`config.mk`:
```
export PLATFORM = sky130hd
export DESIGN_NAME = fp_fixed_convert_pipe
export DESIGN_NICKNAME = d
export VERILOG_FILES = /design/src/rtl/fp_fixed_convert_pipe.sv
export SDC_FILE = /design/constraint.sdc
export NUM_CORES = 1
export LEC_CHECK = 0
export ABC_AREA = 1
export CAP_MARGIN = 20
export CORE_ASPECT_RATIO = 1.2
export CORE_UTILIZATION = 50
export CTS_BUF_LIST = sky130_fd_sc_hd__clkbuf_4
export CTS_CLUSTER_DIAMETER = 80
export DETAILED_ROUTE_END_ITERATION = 16
export GPL_TIMING_DRIVEN = 0
export PLACE_DENSITY = 0.8
export SLEW_MARGIN = 40
export SYNTH_ARGS = -nofsm -noshare
export SYNTH_HDL_FRONTEND = slang
export SYNTH_SLANG_ARGS = --single-unit
```
`constraint.sdc`:
```
create_clock -name clk -period 2.5 [get_ports clk]
set_clock_uncertainty 0.1 [all_clocks]
set_input_delay 0.25 -clock clk [delete_from_list [all_inputs] [get_ports clk]]
set_output_delay 0.25 -clock clk [all_outputs]
set_load 0.05 [all_outputs]
```
`src/rtl/fp_fixed_convert_pipe.sv`:
```
// Three-stage converter between IEEE-754 single precision and WL-bit fixed point
// (FRAC fraction bits, signed or unsigned), one operation per enabled cycle.
module fp_fixed_convert_pipe #(
  parameter int WL     = 21,
  parameter int FRAC   = 20,
  parameter int SIGNED = 1
) (
  input  logic        clk,
  input  logic        reset_n,
  input  logic        clk_en,
  input  logic        start,
  input  logic        mode,
  input  logic [31:0] dataa,
  output logic [31:0] result,
  output logic        done,
  output logic        ovf,
  output logic        unf
);
  // Handshake: an op is accepted on every rising edge with clk_en=1 and start=1
  // (no back-pressure); done pulses for one enabled cycle exactly three enabled
  // edges later, with result/ovf/unf valid alongside and held until the next done.
  localparam int SW = WL + 25;
  localparam logic [SW-1:0] POS_MAX = (SW'(1) << ((SIGNED != 0) ? WL - 1 : WL)) - SW'(1);
  localparam logic [SW-1:0] NEG_MAG = SW'(1) << (WL - 1);

  logic [7:0]    in_exp;
  logic [22:0]   in_frac;
  logic [WL-1:0] in_fx;
  assign in_exp  = dataa[30:23];
  assign in_frac = dataa[22:0];
  assign in_fx   = dataa[WL-1:0];

  // S1: unpack and classify the float, or take the absolute value of the fixed input
  logic          c1_sign, c1_zero, c1_tiny, c1_inf, c1_nan;
  logic [9:0]    c1_sh;
  logic [WL:0]   c1_fmag;

  always_comb begin
    c1_sign = 1'b0;
    c1_zero = 1'b0;
    c1_tiny = 1'b0;
    c1_inf  = 1'b0;
    c1_nan  = 1'b0;
    c1_sh   = {2'b00, in_exp} - 10'd150 + 10'(FRAC);
    c1_fmag = {1'b0, in_fx};
    if (mode) begin
      c1_zero = (in_fx == '0);
      if (SIGNED != 0 && in_fx[WL-1]) begin
        c1_sign = 1'b1;
        c1_fmag = -{1'b1, in_fx};
      end
    end else begin
      c1_sign = dataa[31];
      c1_zero = (in_exp == 8'd0);
      c1_tiny = (in_exp == 8'd0) && (in_frac != '0);
      c1_inf  = (in_exp == 8'hFF) && (in_frac == '0);
      c1_nan  = (in_exp == 8'hFF) && (in_frac != '0);
    end
  end

  logic              s1_valid, s1_mode, s1_sign, s1_zero, s1_tiny, s1_inf, s1_nan;
  logic signed [9:0] s1_sh;
  logic [23:0]       s1_mant;
  logic [WL:0]       s1_fmag;

  always_ff @(posedge clk or negedge reset_n) begin
    if (!reset_n) begin
      s1_valid <= 1'b0;
      s1_mode  <= 1'b0;
      s1_sign  <= 1'b0;
      s1_zero  <= 1'b0;
      s1_tiny  <= 1'b0;
      s1_inf   <= 1'b0;
      s1_nan   <= 1'b0;
      s1_sh    <= '0;
      s1_mant  <= '0;
      s1_fmag  <= '0;
    end else if (clk_en) begin
      s1_valid <= start;
      s1_mode  <= mode;
      s1_sign  <= c1_sign;
      s1_zero  <= c1_zero;
      s1_tiny  <= c1_tiny;
      s1_inf   <= c1_inf;
      s1_nan   <= c1_nan;
      s1_sh    <= signed'(c1_sh);
      s1_mant  <= {1'b1, in_frac};
      s1_fmag  <= c1_fmag;
    end
  end

  // S2: scale the significand into fixed point, or find the leading one
  logic signed [9:0] nsh;
  logic              c2_big;
  logic [SW-1:0]     c2_mag;
  logic [5:0]        c2_p;

  always_comb begin
    nsh    = -s1_sh;
    c2_big = 1'b0;
    c2_mag = '0;
    c2_p   = '0;
    if (s1_mode) begin
      c2_mag = SW'(s1_fmag);
      for (int i = 0; i <= WL; i++) begin
        if (s1_fmag[i]) c2_p = 6'(i);
      end
    end else if (s1_sh >= 0) begin
      // Beyond WL the value exceeds every bound, so flag it instead of shifting
      if (s1_sh > WL) c2_big = 1'b1;
      else            c2_mag = SW'(s1_mant) << s1_sh[5:0];
    end else if (nsh < 24) begin
      c2_mag = SW'(s1_mant) >> nsh[4:0];
    end
  end

  logic          s2_valid, s2_mode, s2_sign, s2_zero, s2_tiny, s2_inf, s2_nan, s2_big;
  logic [SW-1:0] s2_mag;
  logic [5:0]    s2_p;

  always_ff @(posedge clk or negedge reset_n) begin
    if (!reset_n) begin
      s2_valid <= 1'b0;
      s2_mode  <= 1'b0;
      s2_sign  <= 1'b0;
      s2_zero  <= 1'b0;
      s2_tiny  <= 1'b0;
      s2_inf   <= 1'b0;
      s2_nan   <= 1'b0;
      s2_big   <= 1'b0;
      s2_mag   <= '0;
      s2_p     <= '0;
    end else if (clk_en) begin
      s2_valid <= s1_valid;
      s2_mode  <= s1_mode;
      s2_sign  <= s1_sign;
      s2_zero  <= s1_zero;
      s2_tiny  <= s1_tiny;
      s2_inf   <= s1_inf;
      s2_nan   <= s1_nan;
      s2_big   <= c2_big;
      s2_mag   <= c2_mag;
      s2_p     <= c2_p;
    end
  end

  // S3: saturate/negate the fixed result, or normalise and pack the float
  logic [WL-1:0] c3_fx;
  logic [31:0]   c3_res;
  logic          c3_ovf, c3_unf;

  always_comb begin
    c3_fx  = '0;
    c3_res = '0;
    c3_ovf = 1'b0;
    c3_unf = 1'b0;
    if (s2_mode) begin
      // Shift the leading one to the top of the SW-bit word, keep the 23 bits below it
      if (!s2_zero)
        c3_res = {s2_sign, 8'(127 + int'(s2_p) - FRAC),
                  23'(((s2_mag << 24) << (WL - int'(s2_p))) >> (SW - 24))};
    end else begin
      if (s2_zero) begin
        c3_unf = s2_tiny;
      end else if (s2_nan) begin
        c3_fx  = POS_MAX[WL-1:0];
        c3_ovf = 1'b1;
      end else if (s2_sign && SIGNED == 0) begin
        c3_ovf = 1'b1;
      end else if (s2_sign) begin
        if (s2_inf || s2_big || s2_mag > NEG_MAG) begin
          c3_fx  = NEG_MAG[WL-1:0];
          c3_ovf = 1'b1;
        end else begin
          c3_fx  = -s2_mag[WL-1:0];
          c3_unf = (s2_mag == '0);
        end
      end else if (s2_inf || s2_big || s2_mag > POS_MAX) begin
        c3_fx  = POS_MAX[WL-1:0];
        c3_ovf = 1'b1;
      end else begin
        c3_fx  = s2_mag[WL-1:0];
        c3_unf = (s2_mag == '0);
      end
      if (SIGNED != 0) c3_res = 32'(signed'(c3_fx));
      else             c3_res = 32'(c3_fx);
    end
  end

  always_ff @(posedge clk or negedge reset_n) begin
    if (!reset_n) begin
      done   <= 1'b0;
      result <= '0;
      ovf    <= 1'b0;
      unf    <= 1'b0;
    end else if (clk_en) begin
      done <= s2_valid;
      if (s2_valid) begin
        result <= c3_res;
        ovf    <= c3_ovf;
        unf    <= c3_unf;
      end
    end
  end
endmodule

```
* Word-level counts from Yosys, hierarchy flattened
Index checks and enable logic that the tools add are counted.
** Storage, ports and cells
- Register bits after elaboration :: 158
- Latch bits :: 0
- Bits in writable memories :: 0
- ROM bits :: 0
- Output and inout port bits :: 35
- Logic and storage cells :: 109
- Memories kept :: 0
** Operators by class
- Add/sub/neg operators :: 8
- Multiply operators :: 0
- Div/mod/pow operators :: 0
- $lt $le $gt $ge :: 5
- Equal/unequal tests :: 1
- Shifts and indexed selects :: 3
- Muxes and demuxes :: 56
- Bitwise gates (word level) :: 0
- Reductions and logical operators :: 12
** Operators with widths (count)
- two-way mux 46 bit :: 4
- two-way mux 6 bit :: 21
- two-way mux 21 bit :: 5
- two-way mux 32 bit :: 2
- greater-than comparator 46 x 20 -> 1 bit, second input constant :: 1
- greater-than comparator 46 x 21 -> 1 bit, second input constant :: 1
- zero test 46 bit :: 1
- << shifter 24 x 6 -> 46 bit :: 1
- << shifter 46 x 32 -> 45 bit :: 1
- >> shifter 24 x 5 -> 46 bit :: 1
- two-way mux 22 bit :: 2
- zero test 23 bit :: 1
- nonzero test 23 bit :: 1
- two-way mux 1 bit :: 22
- negator 22 bit :: 1
- zero test 21 bit :: 1
- negator 21 bit :: 1
- adder 9 x 6 -> 10 bit, second input constant :: 1
- greater-or-equal comparator 10 x 1 -> 1 bit, second input constant :: 1
- greater-than comparator 10 x 6 -> 1 bit, second input constant :: 1
- < comparator 10 x 6 -> 1 bit, second input constant :: 1
- negator 10 bit :: 1
- subtractor 8 x 8 -> 9 bit, second input constant :: 1
- adder 7 x 6 -> 8 bit, first input constant :: 1
- other kinds (7) :: 11

* Longest topological paths before layout
Gate-level depths: netlist of the first run.
- Word-level depth :: 22
- Depth in mapped cells :: 23

* Worst setup path before layout of the first run
OpenSTA, ideal clock, no wires.
- Kind :: reg-to-reg
- Start point :: register s2_p[1]
- End point :: register result[20]
- Setup time :: 125 ps
- Arrival time :: 2294 ps
- Data required time :: 2275 ps
- Slack :: -19 ps
- Stages on the path, launching flop included :: 13
- Clock period less this slack :: 2519 ps
- Path through :: dfrtp_1 -> buf_2 -> clkinv_1 -> clkbuf_1 -> ha_1 -> buf_2 -> clkinv_1 -> clkbuf_1 -> o211ai_1 -> nand3_1 -> nand3_1 -> a31oi_1 -> a21oi_1
** On the way
- Cells in the longest elaborated chain, start to end :: 4
** Ends and longest elaborated chain
- from (decl) :: RTL line 119 : logic [5:0] s2_p;
- from (signal assigned) :: RTL line 143 : s2_p <= c2_p;
- subtractor 5 x 6 -> 7 bit :: RTL line 161 : 23'(((s2_mag << 24) << (WL - int'(s2_p))) >> (SW - 24))};
- << shifter 46 x 32 -> 45 bit :: RTL line 161
- two-way mux 32 bit :: RTL line 159 : if (!s2_zero)
- two-way mux 32 bit :: RTL line 157 : if (s2_mode) begin
- to (signal assigned) :: RTL line 199 : result <= c3_res;
- to (decl) :: RTL line 14 : output logic [31:0] result,
No other way between the ends.
A chain may end at the register's enable or synchronous reset.

* Worst setup path after layout of the first run
- Start point :: register s1_sh[0]
- End point :: register s2_mag[6]
** On the way
- Cells in the longest elaborated chain, start to end :: 5
- Elaborated cells between the ends (all ways) :: 10
- Classes of those cells :: add/sub (1); order compare (3); shift (2); mux (4)
** Ends and longest elaborated chain
- from (decl) :: RTL line 62 : logic signed [9:0] s1_sh;
- from (signal assigned) :: RTL line 86 : s1_sh <= signed'(c1_sh);
- negator 10 bit :: RTL line 99 : nsh = -s1_sh;
- < comparator 10 x 6 -> 1 bit / >> shifter 24 x 5 -> 46 bit (equally long branches) :: RTL line 112, 113
- two-way mux 46 bit :: RTL line 112 : end else if (nsh < 24) begin
- two-way mux 46 bit (*) :: RTL line 108 : end else if (s1_sh >= 0) begin
- two-way mux 46 bit (*) :: RTL line 103 : if (s1_mode) begin
- to (signal assigned) :: RTL line 142 : s2_mag <= c2_mag;
- to (decl) :: RTL line 118 : logic [SW-1:0] s2_mag;
Every way passes the cells marked *; elsewhere a longest branch is shown, timed or not.

==> results of run 1 <==
-- worst max-delay path, stage by stage (launching register included) --
cell and delay (ns):
dfrtp_2 0.49, inv_4 0.10, buf_8 0.11, ha_4 0.21
buf_12 0.14, buf_4 0.13, clkbuf_16 0.15, o21ai_4 0.15
o21ai_2 0.08, o21ai_1 0.15, nand2_1 0.07, o211ai_1 0.08
o211ai_1 0.12, o211ai_1 0.25, o21ai_1 0.15
-- area by class of cell --
| type | instances | area [um^2] |
|---|---|---|
| fill | 2121 | 8190 |
| multi-input combinational | 1322 | 7260 |
| sequential | 156 | 3910 |
| timing repair buffer | 125 | 1240 |
| inverter | 169 | 672 |
| buffer | 94 | 596 |
| tap | 279 | 349 |
| clock inverter | 15 | 168 |
| clock buffer | 17 | 128 |
| timing repair inverter | 1 | 8.76 |
| antenna | 1 | 2.50 |
-- cells by family after synthesis --
logic type,Yosys count,synth area share
simple gates,774,0.285
compound gates,506,0.248
buf+inv,263,0.0937
flops,156,0.338
xor+xnor,18,0.0136
mux,13,0.0113
fa+ha+maj,10,0.0108
-- layout by cell type, fill, tap and decap left out, drive strengths merged, types with 8 or more instances in the layout --
cell             n
o22ai           18
ha              10
o21ai          328
nand3           83
clkdlybuf4s50   70
nor4            13
xor2            17
a31oi           23
buf             94
clkinv           8
mux2i           13
or2             15
o211ai          43
nand2          468
nor3            16
a21oi           52
nor2           167
nand4           12
dfrtp          156
inv            173
o221ai           9
clkbuf          70
-- layer usage --
metal / vias to the layer above / global-route usage
met3: 226 / 0.0501
met4: 0 / 0.291
met2: 655 / 0.686
li1: 6163 / -
met5: - / 0
met1: 6135 / 0.440
-- registers in the layout, summed over array words and instances (netlist names), 5 cells and up --
register	cells
s2_p	5
s1_sh	10
s1_fmag	21
s2_mag	46
result	32
s1_mant	24
-- worst max path at each step --
stage | end | slack (ns)
6_report | s2_mag[6] | -0.11
4_1_cts | s2_mag[5] | -0.12
3_5_place_dp | s2_mag[4] | -0.93
5_1_grt | s2_mag[5] | -0.23
2_1_floorplan | result[21] | 0.03
3_3_place_gp | s1_mant[8] | -5.32
-- timing repair --
action,CTS,global route
cloned,3,4
endpoints found under the setup margin,78,72
buffers inserted,17,29
hold endpoints to repair,156,0
resized for setup,126,232
hold buffers,2,0
pin swaps,9,44
-- power groups by stage --
stage / logic (uW) / registers [uW] / clock network (uW)
after floorplan: 2350 / 3850 / 0
after detailed placement: 4560 / 3240 / 0
after global placement: 4540 / 3230 / 0
after global routing: 5860 / 3250 / 1760
after CTS: 4830 / 3190 / 1660
final: 5490 / 3220 / 1660
-- metrics by stage --
| stage | utilization | total power (uW) |
|---|---|---|
| floorplan | - | 6190 |
| global placement | 0.560 | 7770 |
| detailed placement | 0.563 | 7800 |
| CTS | 0.597 | 9680 |
| global route | 0.636 | 10900 |
| finish | 0.636 | 10400 |
==> run summary, run 1 <==
Setup violators final: 11
Crit path time final: 2.61 ns
CP Launch Type: register
# nets final: 1933
Number of synthesized flops with an enable pin: 0
Layout cells sized above 1: 0.172
Final Wtd Congestion: 1.00
CTS buffer count: 17
Ys Warns: 0
Post-route cell area: 0.0143 mm^2
Peak Freq: 0.383 GHz
I/O pin count: 72
Fin crit share: 1.04
Global-route wire length before repair: 70.0 mm
Met3 Wirelength: 2.72 mm
Hpwl dp: 36.7 mm
Crit path capture type: register
Switching pwr: 5170 uW
Routed WL: 47.1 mm
Pint: 5200 uW
Critical path required time: 2.87 ns
First drt pass iteration count: 6
Cell count of the worst reg-to-reg path: 14
Number of vias per cell: 6.05
TNS Setup: -0.726 ns
Top sig layer: met4
Vias: 13179
Die Y: 169 um
Clk_lat worst skew: 0.60 ns
RSZ-0062 raised after global routing: yes
Comb pwr share: 0.530
Initial core utilization: 0.513
Peak supply drop: 0.325 mV
Async SR Flop Fraction: 1.00
Per-cell routed wire length: 21.6 um
Synth unique cells: 62
Top-area cell type share of the netlist area: 0.338
Largest net degree at the start of global routing: 76
Reg2reg end: s2_mag[6]
Worst Hold Class: input pin to asynchronous set/reset pin
Port bufs: 71
Global-route usage over all layers: 0.393
Clock Sinks: 156
Root Buffer: clkbuf_4
Rows: 60
Post-synth top flop: dfrtp_1
Max-slew violation count: 0
Core area: 0.0225 mm^2
WP data arrival: 2.98 ns
M1 WL: 17.4 mm
Synth cell count leaders: 461 x nand2_1, 290 x o21ai_0, 156 x dfrtp_1, 156 x nor2_1, 153 x inv_1
Rel. slew slack: 0.493
Area grow syn2layout: 24.0%
Crit Path Class: register to register
GRT Residual Overflow: 0
Failing checks: setup timing
Status: finished, violations left
Power per cell area: 724 mW/mm^2
Max Cap Viol: 0
Antenna violations before repair: 1
Actual slew at the worst max-slew pin: 0.761 ns
Crit Path Max Fanout: 6
Synth Cell Area: 0.0116 mm^2
Sequential power share: 0.310
Syn nets: 1787
# DRC: 0
H-tree Lvls: 4
DRT iter0 DRCs: 1248
Synth area leaders: dfrtp_1 34%, nand2_1 15%, o21ai_0 13%
Die area: 0.0237 mm^2
Die Wd: 141 um
Final worst setup slack: -0.111 ns
Minimum hold slack: 0.0104 ns
Placed cells: 2092
Syn_area_per_cell: 6.64 um^2
Final hold viol count: 0
Vias in the first global route: 12362
Leak pwr: 0.00637 uW
RR Startpoint: s1_sh[0]
Worst-path clk slew: 0.17 ns
Post-Synthesis Cells: 1740
Sequential area share after synthesis: 0.338
Clk network pwr share: 0.160
Synthesized flop and latch total: 156
CP startpoint: s1_sh[0]
Place WS: -0.927 ns
Area leader, netlist: dfrtp_1
Met2 WL: 22.6 mm
Remaining antenna violation count: 0
Top-count cell post-synth: nand2_1
CTS tree: built
Non-filler cells, final: 2179
Reg-to-reg slack, setup: -0.11 ns
Switching share of power: 0.499
Clk buf depth: 2
Dpl cell area: 0.0127 mm^2
No activity file was read; power rests on OpenSTA's default activity.
==> run 2, diff against run 1 <==
- CORE_MARGIN: not set -> 2
==> run summary, run 2 (synthesized netlist as in run 1, its figures left out) <==
Pint: 5220 uW
Final core occ: 0.637
Reg2reg end: result[9]
CTS buffer count: 17
Switching share of power: 0.499
WP data arrival: 2.96 ns
Crit Path Max Fanout: 5
Global-route wire length before repair: 69.8 mm
Crit Path Class: register to register
I/O pin count: 72
H-tree Lvls: 4
FILL cells: 2145
Peak supply drop: 0.347 mV
Switching pwr: 5200 uW
Routed WL: 46.9 mm
Vias in the first global route: 12377
Hpwl dp: 36.4 mm
Leak pwr: 0.00640 uW
Clk network pwr share: 0.161
Max-slew violation count: 0
Antenna violations before repair: 1
Comb pwr share: 0.530
Worst Hold Class: input pin to register
Worst-path clk slew: 0.17 ns
CTS tree: built
Max reg flops: 46
Per-cell routed wire length: 21.2 um
Critical path required time: 2.91 ns
Max Cap Viol: 0
# DRC: 0
Largest net degree at the start of global routing: 77
CP Launch Type: register
Crit path capture type: register
First drt pass iteration count: 6
Crit path time final: 2.55 ns
Setup violators final: 10
Clk_lat worst skew: 0.61 ns
Vias: 13184
Power per cell area: 724 mW/mm^2
# nets final: 1933
Rows: 60
Status: finished, violations left
Number of vias per cell: 5.96
Die Wd: 143 um
Reg with most FFs: s2_mag
Register area: 0.00391 mm^2
Final hold viol count: 0
Die Y: 171 um
Die area: 0.0244 mm^2
Failing checks: setup timing
Final Wtd Congestion: 1.02
Global-route usage over all layers: 0.379
DRT iter0 DRCs: 1205
Minimum hold slack: 0.0739 ns
Rel. slew slack: 0.436
Multi-input logic area: 0.00724 mm^2
Hold path startpoint: start
Area grow syn2layout: 24.5%
Hold Path Stages: 3
Root Buffer: clkbuf_4
Peak Freq: 0.392 GHz
RR Startpoint: s2_mag[22]
RSZ-0062 raised after global routing: yes
Commonest non-fill, non-tap cell in the layout: nand2_1
Sequential power share: 0.309
Fin crit share: 1.02
Reg-to-reg slack, setup: -0.05 ns
Port bufs: 71
Actual slew at the worst max-slew pin: 0.846 ns
Initial core utilization: 0.512
TNS Setup: -0.204 ns
GRT Residual Overflow: 0
Remaining antenna violation count: 0
Hold Path End: s1_valid
Most frequent cells in the layout: 446 x nand2_1, 177 x o21ai_0, 154 x dfrtp_1
Layout cells sized above 1: 0.174
Top flop regs: s2_mag (46), result (32), s1_mant (24)
Clock Sinks: 156
Core area: 0.0226 mm^2
Cell count of the worst reg-to-reg path: 15
Clk buf depth: 2
Final worst setup slack: -0.0486 ns
run 2: through the flow:
stage	total power, uW	cell area [um^2]	setup slack (ns)	cells
after global routing	11000	14400	-0.161	2211
final	10400	14400	-0.0486	2211
after CTS	9730	13500	-0.0431	2173
after detailed placement	7800	12700	-0.728	2123
after floorplan	6190	11600	0.0271	1740
after global placement	7750	12700	-5.26	2121
run 2: worst max path at each step:
stage	cells after the start	slack, ns	to	startpoint
final	15	-0.05	result[9]	s2_mag[22]
after global routing	14	-0.16	s2_mag[3]	s1_sh[0]
after CTS	14	-0.04	s2_mag[5]	s1_sh[0]
after detailed placement	13	-0.73	s2_mag[4]	s1_sh[0]
after global placement	1	-5.26	s1_mant[11]	reset_n
after floorplan	12	0.03	result[21]	s2_p[1]
run 2: area by class of cell:
type	count	share of cell area
Tap cell	310	0.0270
Antenna cell	2	0.000348
Multi-Input combinational cell	1322	0.503
Timing Repair inverter	1	0.000609
Buffer	94	0.0416
Clock inverter	15	0.0123
Timing Repair Buffer	125	0.0884
Inverter	169	0.0468
Clock buffer	17	0.00887
Sequential cell	156	0.271
run 2: timing repair:
item	CTS	global route
setup endpoints to repair	77	76
gates cloned	2	6
pin swaps	10	44
setup buffers	13	30
hold endpoints to repair	80	0
hold buffers	3	0
resized for setup	143	220
run 2: critical path, cell delays in order, from the launching register on:
cell and delay (ns):
dfrtp_1 0.39, inv_1 0.08, nand2_2 0.12, nor2_1 0.11
nand4_1 0.32, nor3_2 0.21, nand2_1 0.10, inv_2 0.09
a21oi_2 0.06, nor2_4 0.22, nand2_4 0.14, buf_6 0.18
a21oi_1 0.10, nand2_1 0.08, inv_1 0.07, o21ai_1 0.05
run 2: power groups by stage:
stage	registers, uW	clock network (uW)	logic [uW]
floorplan	3850	0	2350
global placement	3230	0	4520
detailed placement	3240	0	4560
CTS	3190	1690	4850
global route	3250	1790	5930
finish	3210	1680	5520
run 2: layer usage:
metal,vias up,part of all wire,track usage
li1,6170,-,-
met1,6090,0.38,0.454
met2,707,0.47,0.640
met3,217,0.071,0.0476
met4,0,0.083,0.250
met5,-,0,0
==> run 3, diff against run 2 <==
- CAP_MARGIN: 20 -> not set
- SLEW_MARGIN: 40 -> not set
==> run summary, run 3 (synthesized netlist as in run 1, its figures left out) <==
Crit. path cell count: 13
Critical path required time: 2.94 ns
FILL cells: 2147
RR Startpoint: s2_mag[22]
Crit path capture type: register
First drt pass iteration count: 6
H-tree Lvls: 4
Reg with most FFs: s2_mag
Crit Path Max Fanout: 10
Peak Freq: 0.397 GHz
Cell count of the worst reg-to-reg path: 13
Actual slew at the worst max-slew pin: 0.990 ns
Crit path top cell by count: nand2_2
Commonest non-fill, non-tap cell in the layout: nand2_1
Final worst setup slack: -0.0193 ns
Die Y: 171 um
Global-route usage over all layers: 0.378
# nets final: 1926
Clk_lat worst skew: 0.61 ns
Clk buf depth: 2
Number of vias per cell: 5.90
Status: finished, violations left
Vias in the first global route: 12349
Reg2reg end: result[15]
Peak supply drop: 0.337 mV
Root Buffer: clkbuf_4
Leak pwr: 0.00634 uW
RSZ-0062 raised after global routing: yes
CP Cell Sequence: inv_1 -> nand2_2 -> nor2_1 -> nand4_1 -> nor3_2 -> nand2_2 -> buf_4 -> nand2_2 -> nand3_4 -> buf_8 -> o221ai_1 -> nand2_1 -> nand3_1
Routed WL: 46.5 mm
Power per cell area: 732 mW/mm^2
Worst-path clk slew: 0.16 ns
Area grow syn2layout: 23.1%
# DRC: 0
Buffers and inverters on the worst path: 3
Worst Hold Class: input pin to register
CTS buffer count: 17
Place WS: -0.793 ns
Max reg flops: 46
Die Wd: 143 um
Failing checks: setup timing
Comb pwr share: 0.521
Antenna violations before repair: 1
CP max-delay cell: dfrtp_1
Rel. slew slack: 0.340
Hpwl dp: 36.3 mm
Crit Path Class: register to register
Reg-to-reg slack, setup: -0.02 ns
Port bufs: 71
Max incr delay on CP: 0.39 ns
Core area: 0.0226 mm^2
Pint: 5260 uW
Vias: 12994
Switching share of power: 0.495
Hold Path Stages: 3
Crit path time final: 2.52 ns
WP data arrival: 2.96 ns
Clk network pwr share: 0.170
Remaining antenna violation count: 0
Most frequent cells in the layout: 447 x nand2_1, 179 x o21ai_0, 155 x dfrtp_1
CP Launch Type: register
Switching pwr: 5150 uW
Global-route wire length before repair: 69.4 mm
Initial core utilization: 0.512
CTS tree: built
Per-cell routed wire length: 21.1 um
Rows: 60
Final Wtd Congestion: 1.02
Max Cap Viol: 0
DRT iter0 DRCs: 1120
Largest net degree at the start of global routing: 89
Final hold viol count: 0
Kind of cell adding the most delay to the critical path: simple AND/OR/NAND/NOR gates
I/O pin count: 72
Critical Path End: result[15]
Sequential power share: 0.308
Setup violators final: 2
Clock Sinks: 156
Top flop regs: s2_mag (46), result (32), s1_mant (24)
CP startpoint: s2_mag[22]
Fin crit share: 1.01
Layout cells sized above 1: 0.170
Final core occ: 0.630
GRT Residual Overflow: 0
Max-slew violation count: 0
Die area: 0.0244 mm^2
==> run 3: cell count changes in the layout (fill, tap and decap cells not counted), moves of 3 or more <==
cell,before,now
a21oi_2,15,8
a21oi_1,35,41
clkbuf_16,4,0
buf_4,47,44
clkbuf_4,18,21
==> run 3: per-stage QoR <==
step	TNS [ns]	cell area, um^2	total power (uW)	hold slack, ns	std cells
after floorplan	0	11600	6190	-0.146	1740
after global placement	-851.37	12700	7750	0.357	2121
after detailed placement	-35.60	12700	7790	0.213	2122
after CTS	-0.101	13500	9840	0.0570	2176
after global routing	-2.98	14200	10900	0.0604	2203
final	-0.0279	14200	10400	0.0814	2203
==> run 3: layer usage <==
layer | global-route usage | up-vias | share of wire | routed length, um
met2 | 0.644 | 602 | 0.47 | 22000
met5 | 0 | - | 0 | 0
met1 | 0.445 | 6049 | 0.38 | 17800
met3 | 0.0507 | 186 | 0.064 | 2960
met4 | 0.254 | 0 | 0.081 | 3760
li1 | - | 6157 | - | -
==> run 3: power by group through the flow <==
stage | Sequential, uW | Combinational [uW] | Clock (uW)
finish | 3210 | 5430 | 1770
global route | 3240 | 5810 | 1890
CTS | 3190 | 4850 | 1800
detailed placement | 3240 | 4550 | 0
global placement | 3230 | 4520 | 0
floorplan | 3850 | 2350 | 0
==> run 3: layout make-up <==
class | instances | area (um^2) | area share
antenna | 1 | 2.50 | 0.000176
clock inverter | 15 | 196 | 0.0138
timing repair inverter | 1 | 6.26 | 0.000440
buffer | 92 | 576 | 0.0405
tap | 310 | 388 | 0.0273
inverter | 169 | 662 | 0.0465
clock buffer | 17 | 128 | 0.00897
timing repair buffer | 121 | 1140 | 0.0799
multi-input combinational | 1321 | 7230 | 0.508
sequential | 156 | 3910 | 0.275
==> run 3: worst min path at each step <==
stage / from / to / slack [ns]
CTS: start / s1_valid / 0.06
detailed placement: reset_n / s2_mag[42] / 0.21
global route: start / s1_valid / 0.06
floorplan: reset_n / done / -0.15
global placement: done / done / 0.36
finish: start / s1_valid / 0.08
==> run 3: tightest hold or removal path, stage by stage <==
cell,delay [ns]
clkdlybuf4s50_1,0.39
nand2_1,0.06
nand2_1,0.04
==> run 3: what timing repair did <==
item / in CTS / in global routing
hold buffers: 1 / 0
gates cloned: 2 / 3
endpoints found under the setup margin: 82 / 79
pin swaps: 18 / 53
hold endpoints to repair: 68 / 0
gates resized for setup: 150 / 213
setup buffers: 20 / 24
==> edit 1, RTL diff (settings of run 2) <==
Register the output `done` once more, without a reset; this adds one clock of latency there. The other outputs are not delayed to match. Comments in the files are not updated.
--- a/src/rtl/fp_fixed_convert_pipe.sv
+++ b/src/rtl/fp_fixed_convert_pipe.sv
@@ -22,6 +22,8 @@
   localparam int SW = WL + 25;
   localparam logic [SW-1:0] POS_MAX = (SW'(1) << ((SIGNED != 0) ? WL - 1 : WL)) - SW'(1);
   localparam logic [SW-1:0] NEG_MAG = SW'(1) << (WL - 1);
+
+  logic done_s0;
 
   logic [7:0]    in_exp;
   logic [22:0]   in_frac;
@@ -189,12 +191,12 @@
 
   always_ff @(posedge clk or negedge reset_n) begin
     if (!reset_n) begin
-      done   <= 1'b0;
+      done_s0 <= 1'b0;
       result <= '0;
       ovf    <= 1'b0;
       unf    <= 1'b0;
     end else if (clk_en) begin
-      done <= s2_valid;
+      done_s0 <= s2_valid;
       if (s2_valid) begin
         result <= c3_res;
         ovf    <= c3_ovf;
@@ -202,5 +204,9 @@
       end
     end
   end
+  always_ff @(posedge clk) begin
+    done <= done_s0;
+  end
+
 endmodule
 
Check against the original RTL: not equivalent (Yosys sat finds a counterexample within 4 cycles, from zero or initial values and one cycle with reset_n low).
==> edit 1 against run 2 <==
The run still ends with negative setup slack left. Design area decreased by 2.5%. Worst setup slack worse by 93 ps. Wire length decreased by 1.6%. Total power is 4.9% lower. Global-route usage shrank 0.39 points. Clock power decreased by 10%. Area after synthesis is essentially flat. Sequential cell count increased by 1. Critical path type unchanged. Largest power group unchanged.
==> edit 1: results (changes against run 2) <==
Status = finished, violations left
Failing checks = negative setup slack
Syn_nets = 1,796 (+0.50%)
Setup violators final = 11 (+1)
Layout filler cell count = 2,175 (+1.4%)
Overall routing resource usage = 37.6% (-0.39 points)
Post-Route M1 WL = 17,900 um (+1.7%)
R2R Path Start = s1_sh[0]$_DFFE_PN0P_
Ys async rst share = 99.4% (-0.64 points)
List of most frequent post-synthesis cells = nand2_1 (483), o21ai_0 (278), nor2_1 (168), dfrtp_1 (156), inv_1 (154)
First-pass GRT wire length = 68,900 um (-1.3%)
Reg2Reg Depth = 16 (+1)
Worst path max stage delay = 410 ps (+20 ps)
Final nets = 1,940 (+0.36%)
CP Data Arrival Time = 3020 ps (+60 ps)
Seq/Total Area, Yosys = 34.0% (+0.20 points)
VDD IR max = 0.306 mV (-12%)
Most area-consuming cells after synthesis = dfrtp_1 (34%), nand2_1 (16%), o21ai_0 (12%)
Setup ws final = -142 ps (-92.9 ps)
Post-DR wirelength/cell = 21.1 um (-0.39%)
Post-synthesis cell type count = 66 (+6.5%)
Routed via count = 13.3k (+0.59%)
Met3 wire length = 3450 um (+3.4%)
Biggest regs = s2_mag: 46 flops, result: 32 flops, s1_mant: 24 flops
Worst slew pin tran = 908 ps (+62.3 ps)
Layout cells sized above 1 = 14.6% (-2.8 points)
Placed instance count = 2,101 (-1.0%)
GP Congestion = 1.11 (+8.3%)
Crit Path Max Fanout = 8 (+3)
Syn_area_per_cell = 6.60 sq um (-0.58%)
Routed wire length = 46,200 um (-1.6%)
DR pass1 iterations = 7 (+1)
Clock Sink Count = 157 (+0.64%)
Vias in the first global route = 12.1k (-1.9%)
Worst hold slack = 92.5 ps (+18.6 ps)
Dpl hpwl = 35,800 um (-1.6%)
Pleak = 6.32 nW (-1.3%)
Met2 WL post-DR = 21,500 um (-2.5%)
-- edit 1: cell count changes in the layout (fill, tap and decap cells not counted), sizes merged, moves of 4 or more --
cell    change
nor3        +5
o211ai      +4
a21oi       -5
buf         -6
nand3       -5
a31oi       -7
nor2       +11
o22ai       +5
clkbuf     +10
o221ai      +9
o21ai      -28
nand2      +21
-- edit 1: worst paths after layout --
check	end
max	s2_mag[5]$_DFFE_PN0P_
min	s1_valid$_DFFE_PN0P_
max reg2reg	s2_mag[5]$_DFFE_PN0P_
min reg2reg	done$_DFF_P_
max in group asynchronous	s1_mant[19]$_DFFE_PN0P_
min in group asynchronous	s2_mag[33]$_DFFE_PN0P_
-- edit 1: logic make-up after synthesis --
| family | Yosys count | share of synthesized area (%) |
|---|---|---|
| compound gates | 482 | 24.2 |
| xor+xnor | 15 | 1.20 |
| buf+inv | 265 | 9.37 |
| mux | 11 | 0.953 |
| simple gates | 809 | 29.2 |
| fa+ha+maj | 10 | 1.08 |
| flops | 157 | 34.0 |
-- edit 1: timing repair --
action	in CTS	in global routing
hold endpoints to repair	80	0
pin swaps	18	36
setup buffers	27	19
hold buffers	3	0
gates resized for setup	92	164
setup endpoints to repair	77	78
cloned	2	1
-- edit 1: final cells by class --
type | instances | share of cell area (%)
multi-input cells | 1327 | 50.4
flip-flops and latches | 157 | 28.0
repair buffers | 125 | 8.72
inverters | 168 | 4.69
plain buffers | 97 | 3.95
well taps | 279 | 2.49
clock buffers | 18 | 0.963
clock inverters | 13 | 0.767
diodes | 1 | 0.0178
-- edit 1: worst register-to-register path: cells and delay by family, from the launching register on --
family | cells | cell delay (ps)
buffers and inverters | 7 | 730
flip-flops | 1 | 410
adder cells (fa/ha/maj) | 1 | 180
AO/OA/AOI/OAI | 5 | 810
AND/OR/NAND/NOR | 3 | 290
-- edit 1: power breakdown --
group          internal, mW  total (mW)  switching, mW
Clock                 0.424        1.51           1.08
Combinational          1.70        5.21           3.51
Sequential             2.90        3.20          0.297
Total                  5.02        9.91           4.89
-- edit 1: stage by stage --
stage / TNS [ps] / area, sq um / setup slack, ps
global placement: -848090 / 12600 / -5300
global route: -2980 / 14000 / -221
floorplan: 0 / 11600 / 88.7
detailed placement: -27910 / 12700 / -702
finish: -824 / 14000 / -142
CTS: -555 / 13400 / -91.0
-- edit 1: layer usage --
metal / track usage, % / vias to the layer above
met4: 21.5 / 0
met1: 46.7 / 6208
met5: 0 / -
li1: - / 6152
met3: 5.65 / 168
met2: 62.2 / 734
==> edit 2, RTL diff (flow settings as in run 2) <==
Without the edit above. Set the parameter `SIGNED` to 0 (it was 1).
--- a/src/rtl/fp_fixed_convert_pipe.sv
+++ b/src/rtl/fp_fixed_convert_pipe.sv
@@ -3,7 +3,7 @@
 module fp_fixed_convert_pipe #(
   parameter int WL     = 21,
   parameter int FRAC   = 20,
-  parameter int SIGNED = 1
+  parameter int SIGNED = 0
 ) (
   input  logic        clk,
   input  logic        reset_n,
Check against the original RTL: not equivalent (Yosys sat finds a counterexample within 4 cycles, from zero or initial values and one cycle with reset_n low).
==> edit 2 against run 2 <==
The flow still finishes with violations (negative setup slack). Worst setup slack lost 23 ps. Synthesized cell count shrank 12%. Area after synthesis fell by 14%. Sequential cell count fell by 21. Design area down 12%. Combinational power is 8.3% lower. Cell count shrank 12%. Total power down 7.5%. Wire length down 11%. Highest routed layer unchanged.
==> edit 2: results (changes against run 2) <==
Status = finished, violations left
Failing checks = negative setup slack
Total power = 9.63 mW (-7.5%)
Met2 WL post-DR = 19,900 um (-9.6%)
NonClk Buf Share = 14.0% (+1.0 points)
Met1 usage = 43.3% (-2.1 points)
Setup violators final = 3 (-7)
Dpl hpwl = 31,900 um (-12%)
Layout filler cell count = 1,843 (-14%)
Dpl ws = -743 ps (-15.1 ps)
Area of the multi-input gates = 6380 sq um (-12%)
CP Launch Point = s1_sh[0]$_DFFE_PN0P_
Reg2Reg Depth = 16 (+1)
Clk tree area frac = 2.77% (+0.66 points)
Setup ws final = -71.9 ps (-23.3 ps)
Routed wire length = 41,700 um (-11%)
Overall routing resource usage = 39.4% (+1.5 points)
Most area-consuming cells after synthesis = dfrtp_1 (34%), nand2_1 (18%), o21ai_0 (13%)
Register share of total power = 28.4% (-2.5 points)
Postcts setup bufs = 20 (+7)
Vias in the first global route = 11.0k (-11%)
First-pass GRT wire length = 62,200 um (-11%)
Final nets = 1,726 (-11%)
Post-synthesis cell type count = 55 (-11%)
Flops & latches, synth = 135 (-13%)
Layout cells sized above 1 = 17.4% (about the same)
Post-Route M1 WL = 15,100 um (-14%)
Syn_area_per_cell = 6.49 sq um (-2.3%)
Worst hold slack = 75.2 ps (+1.29 ps)
## edit 2: cell types whose count changed in the layout (fill, tap and decap cells not counted), moves of 13 or more
cell	run 2	this run
a21oi_1	35	62
a21oi_2	15	2
a31oi_1	19	5
dfrtp_1	154	133
inv_1	145	92
nand2_1	446	463
nor2_1	138	103
o211ai_1	43	12
o21ai_0	177	160
o21ai_1	92	76
## edit 2: cell families (layout without fill, tap and decap cells)
| group | after synthesis | in the layout | share of synthesized area [%] |
|---|---|---|---|
| compound gates | 434 | 434 | 24.1 |
| xor+xnor | 11 | 11 | 1.04 |
| fa+ha+maj | 8 | 8 | 1.00 |
| buf+inv | 199 | 357 | 8.11 |
| flops | 135 | 135 | 33.9 |
| mux | 14 | 14 | 1.41 |
| other cells | 0 | 1 | 0 |
| simple gates | 734 | 735 | 30.4 |
